<file path="config.mk">
export PLATFORM = sky130hd
export DESIGN_NAME = ahb_slave_mem
export DESIGN_NICKNAME = d
export VERILOG_FILES = /design/src/rtl/ahb_slave_mem.sv
export SDC_FILE = /design/constraint.sdc
export NUM_CORES = 1
export LEC_CHECK = 0
export BUFFER_PORTS_ARGS = -buffer_cell sky130_fd_sc_hd__buf_2
export CORE_UTILIZATION = 55
export CTS_CLUSTER_DIAMETER = 80
export DETAILED_ROUTE_END_ITERATION = 6
export PLACE_DENSITY = 0.8
export REMOVE_ABC_BUFFERS = 1
export SETUP_SLACK_MARGIN = 0.2
export SYNTH_ARGS = -nofsm -noshare
export SYNTH_HDL_FRONTEND = slang
export SYNTH_SLANG_ARGS = --single-unit
</file>
<file path="constraint.sdc">
create_clock -name hclk -period 22.4 [get_ports hclk]
set_input_delay 2.24 -clock hclk [delete_from_list [all_inputs] [get_ports hclk]]
set_output_delay 2.24 -clock hclk [all_outputs]
set_load 0.05 [all_outputs]
</file>
<file path="src/rtl/ahb_slave_mem.sv">
`default_nettype none
// ============================================================================
// Module      : ahb_slave_mem
// Description : AHB-Lite word-addressed memory slave with a programmable
//               number of wait states per OKAY data phase and a two-cycle
//               ERROR response for out-of-range, misaligned or non-word
//               transfers. Memory is cleared by reset.
// Ports       : hclk/hreset        - clock, asynchronous active-high reset
//               hsel, haddr, htrans,
//               hwrite, hsize,
//               hready             - address-phase inputs
//               hwdata             - write data (data phase)
//               hreadyout, hresp,
//               hrdata             - slave response
// Revision    : 1.0 - initial release
// ============================================================================
module ahb_slave_mem #(
    parameter int unsigned DEPTH       = 16,
    parameter logic [31:0] BASE_ADDR   = 32'h0,
    parameter int unsigned WAIT_STATES = 1
) (
    input  logic        hclk,
    input  logic        hreset,
    input  logic        hsel,
    input  logic [31:0] haddr,
    input  logic [1:0]  htrans,
    input  logic        hwrite,
    input  logic [2:0]  hsize,
    input  logic [31:0] hwdata,
    input  logic        hready,
    output logic        hreadyout,
    output logic        hresp,
    output logic [31:0] hrdata
);

    localparam int unsigned c_IDX_W     = (DEPTH > 1) ? $clog2(DEPTH) : 1;
    localparam logic [32:0] c_SPAN      = 33'(4 * DEPTH);
    localparam logic [2:0]  c_WAIT_LOAD = 3'(WAIT_STATES);

    typedef enum logic [2:0] {
        S_IDLE = 3'd0,
        S_WAIT = 3'd1,
        S_DONE = 3'd2,
        S_ERR1 = 3'd3,
        S_ERR2 = 3'd4
    } state_t;

    state_t               r_state;
    state_t               w_next;
    logic [2:0]           r_cnt;
    logic [c_IDX_W-1:0]   r_idx;
    logic                 r_write;
    logic [31:0]          r_mem [DEPTH];

    logic                 w_accept;
    logic                 w_can_accept;
    logic                 w_take;
    logic                 w_illegal;
    logic [32:0]          w_diff;
    logic                 w_unused_ok;

    // A 33-bit difference makes "below base" visible as a borrow in bit 32,
    // so the lower and upper bound checks share one subtractor.
    assign w_diff       = {1'b0, haddr} - {1'b0, BASE_ADDR};
    assign w_illegal    = w_diff[32]
                       || (w_diff >= c_SPAN)
                       || (haddr[1:0] != 2'b00)
                       || (hsize != 3'b010);

    assign w_accept     = hsel && hready && htrans[1];
    assign w_can_accept = (r_state == S_IDLE) || (r_state == S_DONE) || (r_state == S_ERR2);
    assign w_take       = w_accept && w_can_accept;

    assign w_unused_ok  = ^{w_diff[31:c_IDX_W+2], w_diff[1:0], htrans[0]};

    // ------------------------------------------------------------------------
    // State register
    // ------------------------------------------------------------------------
    always_ff @(posedge hclk or posedge hreset) begin
        if (hreset) begin
            r_state <= S_IDLE;
        end else begin
            r_state <= w_next;
        end
    end

    // ------------------------------------------------------------------------
    // Next-state and response outputs. Outputs depend on state alone (plus
    // the captured direction), so reset forces them without waiting for an
    // edge.
    // ------------------------------------------------------------------------
    always_comb begin
        w_next    = r_state;
        hreadyout = 1'b1;
        hresp     = 1'b0;
        hrdata    = 32'h0;

        case (r_state)
            S_IDLE, S_DONE, S_ERR2: begin
                if (w_accept) begin
                    if (w_illegal) begin
                        w_next = S_ERR1;
                    end else if (c_WAIT_LOAD != 3'd0) begin
                        w_next = S_WAIT;
                    end else begin
                        w_next = S_DONE;
                    end
                end else begin
                    w_next = S_IDLE;
                end

                if (r_state == S_DONE && !r_write) begin
                    hrdata = r_mem[r_idx];
                end
                if (r_state == S_ERR2) begin
                    hresp = 1'b1;
                end
            end
            S_WAIT: begin
                hreadyout = 1'b0;
                // Counter was loaded with the full stall count on entry;
                // the value 1 marks the final stall cycle.
                if (r_cnt <= 3'd1) begin
                    w_next = S_DONE;
                end
            end
            S_ERR1: begin
                hreadyout = 1'b0;
                hresp     = 1'b1;
                w_next    = S_ERR2;
            end
            default: begin
                w_next = S_IDLE;
            end
        endcase
    end

    // ------------------------------------------------------------------------
    // Wait-state down-counter
    // ------------------------------------------------------------------------
    always_ff @(posedge hclk or posedge hreset) begin
        if (hreset) begin
            r_cnt <= 3'd0;
        end else if (w_take && !w_illegal) begin
            r_cnt <= c_WAIT_LOAD;
        end else if (r_state == S_WAIT && r_cnt != 3'd0) begin
            r_cnt <= r_cnt - 3'd1;
        end
    end

    // ------------------------------------------------------------------------
    // Address-phase capture: only the word index and direction are needed
    // later, legality has already been resolved into the state transition.
    // ------------------------------------------------------------------------
    always_ff @(posedge hclk or posedge hreset) begin
        if (hreset) begin
            r_idx   <= '0;
            r_write <= 1'b0;
        end else if (w_take) begin
            r_idx   <= w_diff[c_IDX_W+1:2];
            r_write <= hwrite;
        end
    end

    // ------------------------------------------------------------------------
    // Storage: written only on the edge that ends a write's DONE cycle.
    // ------------------------------------------------------------------------
    always_ff @(posedge hclk or posedge hreset) begin
        if (hreset) begin
            for (int i = 0; i < int'(DEPTH); i++) begin
                r_mem[i] <= 32'h0;
            end
        end else if (r_state == S_DONE && r_write) begin
            r_mem[r_idx] <= hwdata;
        end
    end

endmodule
`default_nettype wire

</file>
==> impl_results.html <==
<table>
<tr><th>Metric</th><th>Value</th></tr>
<tr><th colspan="2">Yosys</th></tr>
<tr><td>Sequential cell area fraction in the yosys report</td><td>~56%</td></tr>
<tr><td>Cell area after synthesis</td><td>0.02358 mm^2</td></tr>
<tr><td>Flops &amp; latches, synth</td><td>523</td></tr>
<tr><td>Post-synthesis cell type count</td><td>37</td></tr>
<tr><td>Total of warnings raised by yosys</td><td>0</td></tr>
<tr><td>Share of flip-flops with an asynchronous set or reset</td><td>100.0%</td></tr>
<tr><td>Biggest area contributors in the synthesized netlist</td><td>sky130_fd_sc_hd__dfrtp_1, sky130_fd_sc_hd__mux2_2, sky130_fd_sc_hd__mux4_2</td></tr>
<tr><td>Largest area contributor in the synthesized netlist</td><td>sky130_fd_sc_hd__dfrtp_1</td></tr>
<tr><td>Commonest cells in the synthesized netlist</td><td>sky130_fd_sc_hd__dfrtp_1, sky130_fd_sc_hd__mux2_2, sky130_fd_sc_hd__mux4_2</td></tr>
<tr><td>Most common flop cell mapped by yosys</td><td>sky130_fd_sc_hd__dfrtp_1</td></tr>
<tr><td>Post-Syn Area per Cell</td><td>between 15 and 20 um^2</td></tr>
<tr><td>Number of cells produced by synthesis</td><td>roughly 1500</td></tr>
<tr><td>Number of synthesized flops with an enable pin</td><td>0</td></tr>
<tr><td>Yosys top cell area share</td><td>around 56%</td></tr>
<tr><td>Cell with the most instances after synthesis</td><td>sky130_fd_sc_hd__dfrtp_1</td></tr>
<tr><th colspan="2">Timing</th></tr>
<tr><td>Fmax</td><td>roughly 160 MHz</td></tr>
<tr><td>Number of failing hold endpoints at the final stage</td><td>0</td></tr>
<tr><td>Sum of negative setup slack</td><td>0 ps</td></tr>
<tr><td>Smallest hold slack</td><td>493.2 ps</td></tr>
<tr><td>Unrepaired setup endpoints after global routing</td><td>no</td></tr>
<tr><td>Setup violations, final</td><td>0</td></tr>
<tr><td>Worst clock skew on the final layout</td><td>about 15 ps</td></tr>
<tr><td>Relative slew slack</td><td>20.87%</td></tr>
<tr><td>Min Clock Period, post-route</td><td>about 6000 ps</td></tr>
<tr><td>Worst-margin pin slew</td><td>approximately 1200 ps</td></tr>
<tr><td>Final cycle utilization of the critical path</td><td>27.16%</td></tr>
<tr><td>Final Max Tran Viols</td><td>0</td></tr>
<tr><th colspan="2">CTS</th></tr>
<tr><td>CTS tree</td><td>done</td></tr>
<tr><td>Number of buffers on the longest clock path</td><td>3</td></tr>
<tr><td>Insertion delay to the later sink of the worst-skew pair</td><td>590 ps</td></tr>
<tr><td>Clock buffers created by TritonCTS</td><td>52</td></tr>
<tr><td>CTS Hold Buffers Added</td><td>0</td></tr>
<tr><td>Post-CTS Setup Bufs</td><td>0</td></tr>
<tr><td>Number of cells upsized or downsized after cts</td><td>0</td></tr>
<tr><td>Clock transition at the register clock pins on the worst setup and hold paths after CTS</td><td>roughly 60 ps</td></tr>
<tr><td>Clock root buffer</td><td>sky130_fd_sc_hd__clkbuf_16</td></tr>
<tr><td>H-tree Lvls</td><td>2</td></tr>
<tr><td>Number of clock sinks</td><td>523</td></tr>
<tr><th colspan="2">Critical path</th></tr>
<tr><td>Critical Path, Cell by Cell</td><td>buf_4 -&gt; mux4_2 -&gt; a22oi_1 -&gt; o31ai_1 -&gt; buf_2</td></tr>
<tr><td>Kind of capture point of the worst setup path</td><td>primary output</td></tr>
<tr><td>CP Max Fanout</td><td>between 50 and 60</td></tr>
<tr><td>Startpoint of the lowest-slack register-to-register path</td><td>r_idx[0]</td></tr>
<tr><td>Kind of start point of the critical path</td><td>register</td></tr>
<tr><td>Worst Reg2Reg Path Length in Cells</td><td>5</td></tr>
<tr><td>Critical path origin</td><td>r_idx[0]</td></tr>
<tr><td>Kind of critical path</td><td>reg -&gt; out</td></tr>
<tr><td>Data required time of the critical path</td><td>roughly 20000 ps</td></tr>
<tr><td>Max stage delay on crit path</td><td>970 ps</td></tr>
<tr><td>Endpoint of the most critical register-to-register path</td><td>r_mem[271]</td></tr>
<tr><td>Arrival @ worst endpoint</td><td>~3800 ps</td></tr>
<tr><td>Standard cell with the maximum stage delay on the critical path</td><td>sky130_fd_sc_hd__dfrtp_4</td></tr>
<tr><td>Worst setup path endpoint</td><td>hrdata[30]</td></tr>
<tr><td>Reg-to-reg setup timing slack</td><td>approximately 18000 ps</td></tr>
<tr><th colspan="2">Cells and area</th></tr>
<tr><td>Layout cells sized above 1</td><td>56.44%</td></tr>
<tr><td>Sequential cell area</td><td>about 0.013 mm^2</td></tr>
<tr><td>Multi-input logic area</td><td>approximately 0.010 mm^2</td></tr>
<tr><td>Net count of the finished layout</td><td>approximately 1600</td></tr>
<tr><td>Area growth from synthesis to final layout</td><td>11.10%</td></tr>
<tr><td>Fin cells</td><td>~2100</td></tr>
<tr><td>Number of filler cells placed in the layout</td><td>a little over 3000</td></tr>
<tr><th colspan="2">Global route</th></tr>
<tr><td>Largest net degree at the start of global routing</td><td>about 140</td></tr>
<tr><td>Via count of the first global-routing pass</td><td>14303</td></tr>
<tr><td>GRT Residual Overflow</td><td>0</td></tr>
<tr><td>Antenna violations before repair</td><td>1</td></tr>
<tr><td>Wire length of the first global-routing pass</td><td>83820 um</td></tr>
<tr><td>Combined global-route utilization of all metal layers</td><td>around a quarter</td></tr>
<tr><th colspan="2">Hold path</th></tr>
<tr><td>Worst min-delay path category</td><td>reg -&gt; reg</td></tr>
<tr><th colspan="2">Power and ir drop</th></tr>
<tr><td>Static leakage</td><td>~11 nW</td></tr>
<tr><td>Power density over cell area</td><td>126.9 mW/mm^2</td></tr>
<tr><td>Maximum resistive drop on vdd</td><td>0.00007109 V</td></tr>
<tr><th colspan="2">Flow run</th></tr>
<tr><td>Number of violations of the max-capacitance limit</td><td>0</td></tr>
<tr><th colspan="2">Place</th></tr>
<tr><td>Port Buffer Count</td><td>106</td></tr>
<tr><td>Final HPWL DP</td><td>about 30000 um</td></tr>
<tr><td>Number of placed cells counting well taps</td><td>between 2000 and 2500</td></tr>
<tr><td>Final GP Congestion</td><td>around 0.74</td></tr>
<tr><th colspan="2">Routing</th></tr>
<tr><td>Via count normalized by instance count</td><td>approximately 6.3</td></tr>
<tr><td>Remaining antenna violation count after routing</td><td>0</td></tr>
<tr><td>Violation count after the first detailed-routing iteration</td><td>around 930</td></tr>
<tr><td>Residual DRC count</td><td>0</td></tr>
<tr><td>DR vias</td><td>13283</td></tr>
<tr><td>Average wire per cell in the routed design</td><td>between 20 and 30 um</td></tr>
<tr><td>Pre-antenna DRT Iters</td><td>5</td></tr>
<tr><td>Sum of routed wire length over all layers</td><td>53170 um</td></tr>
<tr><th colspan="2">Floorplanning</th></tr>
<tr><td>Number of placement rows</td><td>75</td></tr>
<tr><td>Initial standard-cell utilization of the core</td><td>about 56%</td></tr>
<tr><td>Placeable core region</td><td>0.04213 mm^2</td></tr>
<tr><td>Area enclosed by the die boundary</td><td>roughly 0.044 mm^2</td></tr>
<tr><td>Number of primary I/O pins</td><td>108</td></tr>
<tr><td>Vertical die dimension</td><td>roughly 210 um</td></tr>
<tr><td>Horizontal die dimension</td><td>around 210 um</td></tr>
<tr><th colspan="2">Outcome</th></tr>
<tr><td>Run status</td><td>finished, final reports clean</td></tr>
</table>
## layout by cell type, fill, tap and decap left out, types with 4 or more instances in the layout
master	instances
sky130_fd_sc_hd__dfrtp_1	519
sky130_fd_sc_hd__mux2_2	516
sky130_fd_sc_hd__mux4_2	128
sky130_fd_sc_hd__buf_2	106
sky130_fd_sc_hd__clkbuf_16	53
sky130_fd_sc_hd__mux2i_1	32
sky130_fd_sc_hd__a22oi_1	32
sky130_fd_sc_hd__o31ai_1	32
sky130_fd_sc_hd__buf_4	28
sky130_fd_sc_hd__clkbuf_1	19
sky130_fd_sc_hd__clkbuf_8	10
sky130_fd_sc_hd__nand2_2	9
sky130_fd_sc_hd__clkinv_2	7
sky130_fd_sc_hd__nor2_1	6
sky130_fd_sc_hd__nor4_1	6
sky130_fd_sc_hd__inv_1	5
sky130_fd_sc_hd__nor3_1	5
sky130_fd_sc_hd__nor2_4	4
## how the worst min path moves through the flow
stage,from,endpoint,slack (ps),cells past startpoint
5_1_grt,r_mem[268],r_mem[268],510,1
2_1_floorplan,r_mem[503],r_mem[503],450,1
6_report,r_cnt[2],r_state[1],490,1
3_3_place_gp,r_mem[503],r_mem[503],470,1
3_5_place_dp,r_cnt[2],r_state[1],480,1
4_1_cts,r_cnt[2],r_state[1],490,1
## registers in the layout (all words and copies together) (netlist names)
signal,flops
r_state,3
r_cnt,3
r_write,1
r_mem,512
r_idx,4
## layer usage
layer  global-route usage (%)  wire length, um  vias to the layer above
met3                    4.599             3127                       86
met5                        0                0                        -
met2                    40.17            25640                      404
met4                    6.668             1372                        0
li1                         -                -                     5615
met1                    36.10            23030                     7178
## metrics by stage
stage | area (um^2) | setup slack, ps | power [mW] | util, %
floorplan | 23000 | 5548 | 2.276 | -
finish | 26190 | 16320 | 3.324 | 62.17
global route | 26190 | 15960 | 3.491 | 62.17
detailed placement | 24500 | 16340 | 2.477 | 58.16
global placement | 24500 | 16540 | 2.409 | 58.16
CTS | 26190 | 16210 | 3.349 | 62.16
## where the power goes
part	switching (mW)	internal, mW
registers	0.201	1.28
clock network	0.361	0.504
logic	0.390	0.589
## cell families (layout without fill, tap and decap cells)
kind of cell,count (synthesis),count (layout),share of synthesized area [%]
other cells,0,1,0
mux,677,677,38.28
fa+ha+maj,2,2,0.1061
compound gates,72,72,2.266
flops,523,523,55.51
buf+inv,135,236,2.574
simple gates,50,50,1.226
xor+xnor,1,1,0.03716
## worst max-delay path: cells and delay by family, from the launching register on
kind                   cells  cell delay (ps)
flip-flops                 1              970
AO/OA/AOI/OAI              2              410
buffers and inverters      2             1200
multiplexers               1              620
## final cells by class
class	count	share of cell area, %
Tap cell	539	2.575
Inverter	7	0.1290
Timing Repair Buffer	134	2.828
Antenna cell	1	0.009553
Clock inverter	13	0.5780
Multi-Input combinational cell	802	38.01
Clock buffer	82	5.861
Sequential cell	523	50.01
No activity file was read; power rests on OpenSTA's default activity.
